File: src/rtl/jtldtest_pkg.sv
// Shared definitions for the SDRAM load-test pattern generator: FSM encoding,
// LFSR feedback constant and default seed.
package jtldtest_pkg;

  typedef enum logic [2:0] {
    IDLE    = 3'd0,
    WRPASS  = 3'd1,
    GAP1    = 3'd2,
    CHKPASS = 3'd3,
    GAP2    = 3'd4
  } state_t;

  localparam logic [15:0] LFSR_TAPS    = 16'hB400;
  localparam logic [15:0] DEFAULT_SEED = 16'hACE1;

  // Galois step, shift right; feedback applied when the bit shifted out is 1.
  function automatic logic [15:0] lfsr_next(input logic [15:0] v);
    logic [15:0] sh;
    sh = {1'b0, v[15:1]};
    return v[0] ? (sh ^ LFSR_TAPS) : sh;
  endfunction

endpackage

File: src/rtl/jtldtest_lfsr.sv
// 16-bit Galois LFSR; load has priority over adv, both take effect on the next edge.
module jtldtest_lfsr
  import jtldtest_pkg::*;
#(
  parameter logic [15:0] RST_VAL = DEFAULT_SEED
) (
  input  logic        clk,
  input  logic        rst_n,
  input  logic        load,
  input  logic [15:0] seed,
  input  logic        adv,
  output logic [15:0] q
);

  logic [15:0] lfsr_q;
  logic [15:0] lfsr_d;

  always_comb begin
    lfsr_d = lfsr_q;
    if (load) begin
      lfsr_d = seed;
    end else if (adv) begin
      lfsr_d = lfsr_next(lfsr_q);
    end
  end

  always_ff @(posedge clk or negedge rst_n) begin
    if (!rst_n) begin
      lfsr_q <= RST_VAL;
    end else begin
      lfsr_q <= lfsr_d;
    end
  end

  assign q = lfsr_q;

endmodule

File: src/rtl/jtldtest_pattern.sv
// Host-free download-stream source: a write pass then an identical check pass,
// one strobe per WR_GAP cycles, optional single-byte corruption in the check pass.
module jtldtest_pattern
  import jtldtest_pkg::*;
#(
  parameter int unsigned LEN      = 32'h0200_0000,
  parameter int unsigned WR_GAP   = 8,
  parameter int unsigned PASS_GAP = 64,
  parameter logic [15:0] SEED     = DEFAULT_SEED,
  parameter logic [24:0] ERR_ADDR = 25'h080_0010
) (
  input  logic        clk,
  input  logic        rst_n,
  input  logic        start,
  input  logic        inject_err,
  output logic        busy,
  output logic        done,
  output logic        pass,
  output logic        downloading,
  output logic [24:0] ioctl_addr,
  output logic [7:0]  ioctl_dout,
  output logic        ioctl_wr
);

  localparam int unsigned   MAX_GAP   = (WR_GAP > PASS_GAP) ? WR_GAP : PASS_GAP;
  localparam int            CW        = $clog2(MAX_GAP);
  localparam logic [CW-1:0] WR_LAST   = CW'(WR_GAP - 1);
  localparam logic [CW-1:0] GAP_LAST  = CW'(PASS_GAP - 1);
  localparam logic [24:0]   LAST_ADDR = 25'(LEN - 1);

  state_t        state_q, state_d;
  logic [CW-1:0] cnt_q, cnt_d;
  logic [24:0]   addr_q, addr_d;
  logic [7:0]    dout_q, dout_d;
  logic          wr_q, wr_d;
  logic          done_q, done_d;
  logic          inj_q, inj_d;
  logic          last_q, last_d;

  logic          lfsr_load;
  logic          lfsr_adv;
  logic [15:0]   lfsr_q;
  logic          upd;
  logic [7:0]    byte_nx;

  jtldtest_lfsr #(
    .RST_VAL (SEED)
  ) u_lfsr (
    .clk   (clk),
    .rst_n (rst_n),
    .load  (lfsr_load),
    .seed  (SEED),
    .adv   (lfsr_adv),
    .q     (lfsr_q)
  );

  always_comb begin
    state_d   = state_q;
    cnt_d     = cnt_q + 1'b1;
    addr_d    = addr_q;
    dout_d    = dout_q;
    wr_d      = 1'b0;
    done_d    = 1'b0;
    inj_d     = inj_q;
    last_d    = last_q;
    lfsr_load = 1'b0;
    lfsr_adv  = 1'b0;
    upd       = 1'b0;
    byte_nx   = 8'h00;

    unique case (state_q)
      IDLE: begin
        cnt_d = '0;
        // A start landing on the done cycle belongs to the run just finished.
        if (start && !done_q) begin
          state_d   = WRPASS;
          inj_d     = inject_err;
          addr_d    = '0;
          last_d    = 1'b0;
          lfsr_load = 1'b1;
          upd       = 1'b1;
          byte_nx   = SEED[7:0];
        end
      end

      WRPASS, CHKPASS: begin
        if (cnt_q == WR_LAST) begin
          cnt_d = '0;
          if (last_q) begin
            state_d = (state_q == WRPASS) ? GAP1 : GAP2;
          end else begin
            wr_d = 1'b1;
            if (addr_q == LAST_ADDR) begin
              last_d = 1'b1;
            end
          end
        end
        // The final address is held, so LEN = 2^25 never wraps back to 0.
        if (wr_q && !last_q) begin
          addr_d   = addr_q + 25'd1;
          lfsr_adv = 1'b1;
          upd      = 1'b1;
          byte_nx  = 8'(lfsr_next(lfsr_q));
        end
      end

      GAP1: begin
        if (cnt_q == GAP_LAST) begin
          state_d   = CHKPASS;
          cnt_d     = '0;
          addr_d    = '0;
          last_d    = 1'b0;
          lfsr_load = 1'b1;
          upd       = 1'b1;
          byte_nx   = SEED[7:0];
        end
      end

      GAP2: begin
        if (cnt_q == GAP_LAST) begin
          state_d = IDLE;
          cnt_d   = '0;
          done_d  = 1'b1;
        end
      end

      default: begin
        state_d = IDLE;
        cnt_d   = '0;
      end
    endcase

    // Corruption only touches the presented byte; the LFSR keeps its sequence.
    if (upd) begin
      dout_d = byte_nx ^ {8{inj_d && (state_d == CHKPASS) && (addr_d == ERR_ADDR)}};
    end
  end

  always_ff @(posedge clk or negedge rst_n) begin
    if (!rst_n) begin
      state_q <= IDLE;
      cnt_q   <= '0;
      addr_q  <= '0;
      dout_q  <= '0;
      wr_q    <= 1'b0;
      done_q  <= 1'b0;
      inj_q   <= 1'b0;
      last_q  <= 1'b0;
    end else begin
      state_q <= state_d;
      cnt_q   <= cnt_d;
      addr_q  <= addr_d;
      dout_q  <= dout_d;
      wr_q    <= wr_d;
      done_q  <= done_d;
      inj_q   <= inj_d;
      last_q  <= last_d;
    end
  end

  assign busy        = (state_q != IDLE);
  assign pass        = (state_q inside {CHKPASS, GAP2});
  assign downloading = (state_q inside {WRPASS, CHKPASS});
  assign done        = done_q;
  assign ioctl_addr  = addr_q;
  assign ioctl_dout  = dout_q;
  assign ioctl_wr    = wr_q;

endmodule

File: config.mk
export PLATFORM = sky130hd
export DESIGN_NAME = jtldtest_pattern
export DESIGN_NICKNAME = d
export VERILOG_FILES = /design/src/rtl/jtldtest_pkg.sv /design/src/rtl/jtldtest_lfsr.sv /design/src/rtl/jtldtest_pattern.sv
export SDC_FILE = /design/constraint.sdc
export NUM_CORES = 1
export LEC_CHECK = 0
export ABC_AREA = 1
export ABC_CLOCK_PERIOD_IN_PS = 4200
export BUFFER_PORTS_ARGS = -buffer_cell sky130_fd_sc_hd__buf_2
export CORE_MARGIN = 3
export CORE_UTILIZATION = 52
export CTS_CLUSTER_DIAMETER = 200
export DETAILED_ROUTE_END_ITERATION = 8
export HOLD_SLACK_MARGIN = 0.05
export PLACE_DENSITY = 0.76
export SYNTH_ARGS = -nofsm -noshare
export SYNTH_HDL_FRONTEND = slang
export SYNTH_HIERARCHICAL = 1
export SYNTH_SLANG_ARGS = --single-unit
File: constraint.sdc
create_clock -name clk -period 4.2 [get_ports clk]
set_input_delay 0.21 -clock clk [delete_from_list [all_inputs] [get_ports clk]]
set_output_delay 0.21 -clock clk [all_outputs]
set_load 0.02 [all_outputs]
==> results by group <==
Synth
  • Count of different cell masters after synthesis: 34
  • Cell type with the largest total area after synthesis: sky130_fd_sc_hd__dfrtp_1
  • Post-synth top cells: sky130_fd_sc_hd__nand2_1, sky130_fd_sc_hd__nand3_1, sky130_fd_sc_hd__inv_1
  • YS warnings: 6
  • Synthesized area per cell: 6.65 µm²
  • Count of flip-flops with a built-in enable after synthesis: 0
  • Largest cells by area after synthesis: sky130_fd_sc_hd__dfrtp_1, sky130_fd_sc_hd__nand2_1, sky130_fd_sc_hd__nand3_1, sky130_fd_sc_hd__inv_1, sky130_fd_sc_hd__nor2_1
  • Post-Synthesis Cells: 612
  • Area share of the largest cell type after synthesis: between 30% and 40%
  • Proportion of register bits with asynchronous set or reset after synthesis: 100%
  • Post-synthesis instance area: 4070 µm²
  • Most used DFF post-synth: sky130_fd_sc_hd__dfrtp_1
  • Register bit total from synthesis: 62
  • Most common cell in the synthesized netlist: sky130_fd_sc_hd__nand2_1
  • Fraction of the yosys area taken by sequential cells: a little under two fifths

Route
  • Remaining design rule violation count: 0
  • Mean number of vias per cell: 5.27
  • Initial DRC Count: ~310
  • Routed len/inst: around 14 µm
  • Vias after detailed routing: between 4000 and 5000
  • First-pass detailed-route iteration total: 6
  • Total Wirelength: 10700 µm
  • Count of nets left with antenna violations after detail routing: 0

Timing
  • Max-slew violation count: 0
  • Worst slew margin relative to its limit: about half
  • RSZ-0062 raised after global routing: no
  • Maximum clock frequency: ~370 MHz
  • Transition time at the pin with the least slew margin: between 700 and 800 ps
  • Setup TNS after final layout: 0 ps
  • Final Hold Vio Count: 0
  • Post-route clock skew: 7.88 ps
  • Final setup violation count: 0
  • Min cycle time layout: ~2700 ps
  • Final cycle utilization of the critical path: around 64%

Outcome
  • Outcome: finished, final reports clean

Floorplanning
  • Horiz. Die Dim: between 90 and 100 µm
  • Number of placement rows: 31
  • Number of placed I/O pins: 42
  • Die Y-Extent: around 95 µm
  • Die area: roughly 8900 µm²
  • Area of the core: approximately 7400 µm²
  • Starting Density: between 50% and 60%

Clock network
  • H-tree depth: 3
  • TritonCTS buffer count: 9
  • Maximum clock insertion buffer count: 2
  • Number of clock sinks: 62
  • Clock transition at the registers of the reported paths: 70 ps
  • Clock insertion delay at the later pin of the skew report: about 350 ps
  • TritonCTS clock tree: yes
  • Root buffer selected by CTS: sky130_fd_sc_hd__clkbuf_8

Global routing
  • Overflow left after global routing: 0
  • Via count of the first global-routing pass: 3789
  • Largest net degree at the start of global routing: 46
  • Number of antenna violations at the first check in global routing: 0
  • Wire length of the first global-routing pass: between 15000 and 20000 µm
  • Global-route usage over all layers: 25.6%

Setup path
  • Signal arrival time at the worst endpoint: about 3000 ps
  • CP Max Fanout: 14
  • Startpoint type of the worst setup path: register
  • Worst path required time: about 4400 ps
  • Setup Crit Path Kind: reg -> reg
  • CP endpoint kind: register

Place
  • Input/output buffers: just over 40
  • HPWL after DPL: 8080 µm
  • Placed Cells: 760
  • Placer congestion estimate: ~0.97

Final layout
  • Non-filler instance count after layout: 777
  • Area grow syn2layout: 14.0%
  • Count of nets after finishing: around 680
  • Share of final-layout standard cells stronger than drive strength 1: 15.5%
  • Count of inserted antenna diode cells: 0
  • Layout filler cell count: between 600 and 700

Min path
  • Tightest Hold Check Type: in -> reg

Power and ir drop
  • Static Leakage: 2.44 nW
  • Peak supply drop: 0.168 mV
  • Power density over the cells: between 200 and 300 nW/µm²
  • Overall power of the completed layout: 0.00123 W

Flow run
  • Count of max-cap constraint violations: 0
through the flow:
step / setup WS (ps) / hold WS, ps / area (µm²) / utilization, %
2_1_floorplan: 2030 / -85.6 / 4130 / -
3_3_place_gp: 1660 / 166 / 4410 / 59.5
3_5_place_dp: 1610 / 166 / 4410 / 59.5
4_1_cts: 1570 / 132 / 4640 / 62.7
5_1_grt: 1300 / 161 / 4640 / 62.7
6_report: 1490 / 138 / 4640 / 62.7
state kept, by name, summed over array words and instances (netlist names):
name,count
cnt_q,6
done,1
inj_q,1
ioctl_addr,25
ioctl_dout,8
ioctl_wr,1
last_q,1
state_q,3
u_lfsr/q,16
worst max-delay path, cell delays in order, from the launching register on:
cell and delay, ps:
sky130_fd_sc_hd__dfrtp_1 390, sky130_fd_sc_hd__ha_1 200, sky130_fd_sc_hd__nand3_1 100, sky130_fd_sc_hd__inv_1 120
sky130_fd_sc_hd__nand2_2 110, sky130_fd_sc_hd__nand2_2 90, sky130_fd_sc_hd__nand2_2 210, sky130_fd_sc_hd__nand2_1 130
sky130_fd_sc_hd__nand2_1 90, sky130_fd_sc_hd__inv_1 90, sky130_fd_sc_hd__nand2_1 80, sky130_fd_sc_hd__nor2_1 140
sky130_fd_sc_hd__nand2_1 70, sky130_fd_sc_hd__nor2_1 240, sky130_fd_sc_hd__nor2b_1 170, sky130_fd_sc_hd__nand3_1 150
sky130_fd_sc_hd__nand2_1 90, sky130_fd_sc_hd__nand3_1 80
logic make-up (layout without fill, tap and decap cells):
logic type | Yosys count | count (layout) | synth area share [%]
other | 2 | 16 | 0.184
flip-flops | 62 | 62 | 38.3
buffers and inverters | 89 | 141 | 9.06
AND/OR/NAND/NOR | 425 | 425 | 47.1
AO/OA/AOI/OAI | 32 | 32 | 4.70
adder cells (fa/ha/maj) | 2 | 2 | 0.614
where the power goes:
part	switching, W	internal, W	leakage [nW]
Clock	0.000244	0.000367	0.110
Sequential	0	0.000597	0.702
Combinational	0.0000141	0.00000235	1.62
Total	0.000258	0.000967	2.44
area by class of cell:
type | instances | area [µm²] | area share, %
well taps | 99 | 124 | 2.67
inverters | 81 | 304 | 6.55
multi-input cells | 475 | 2200 | 47.3
flip-flops and latches | 62 | 1560 | 33.6
clock buffers | 13 | 159 | 3.42
clock inverters | 3 | 67.6 | 1.46
repair buffers | 44 | 230 | 4.96
final timing paths:
check | cells past startpoint | slack, ps | from | to
min in group asynchronous | 2 | 320 | rst_n | ioctl_addr[3]
max | 17 | 1490 | cnt_q[0] | ioctl_dout[3]
max in group asynchronous | 3 | 2950 | rst_n | ioctl_addr[23]
max reg2reg | 17 | 1490 | cnt_q[0] | ioctl_dout[3]
min reg2reg | 2 | 480 | u_lfsr/q[9] | u_lfsr/q[8]
min | 3 | 140 | inject_err | inj_q
layout by cell type (no fill, tap or decap), drive strengths merged, types with 7 or more instances in the layout:
| cell | instances |
|---|---|
| dfrtp | 54 |
| nand4 | 16 |
| dfstp | 8 |
| o21bai | 7 |
| clkbuf | 13 |
| nand2 | 226 |
| a21oi | 15 |
| nor2 | 81 |
| buf | 43 |
| inv | 80 |
| nand3 | 87 |
| conb | 16 |
routing by layer:
metal | GRT usage [%] | up-vias | wire length, µm | share of wire [%]
met4 | 9.01 | 0 | 197 | 1.8
met1 | 32.8 | 1882 | 4610 | 43
met3 | 4.30 | 18 | 671 | 6.3
met2 | 43.9 | 146 | 5230 | 49
met5 | 0 | - | 0 | 0
li1 | - | 2046 | - | -
what timing repair did:
| action | CTS | global route |
|---|---|---|
| gates resized for setup | 0 | 0 |
| endpoints found under the hold margin | 17 | 0 |
| buffers inserted | 0 | 0 |
| hold buffers | 1 | 0 |
Note: power is estimated with default switching activity, not from simulation.
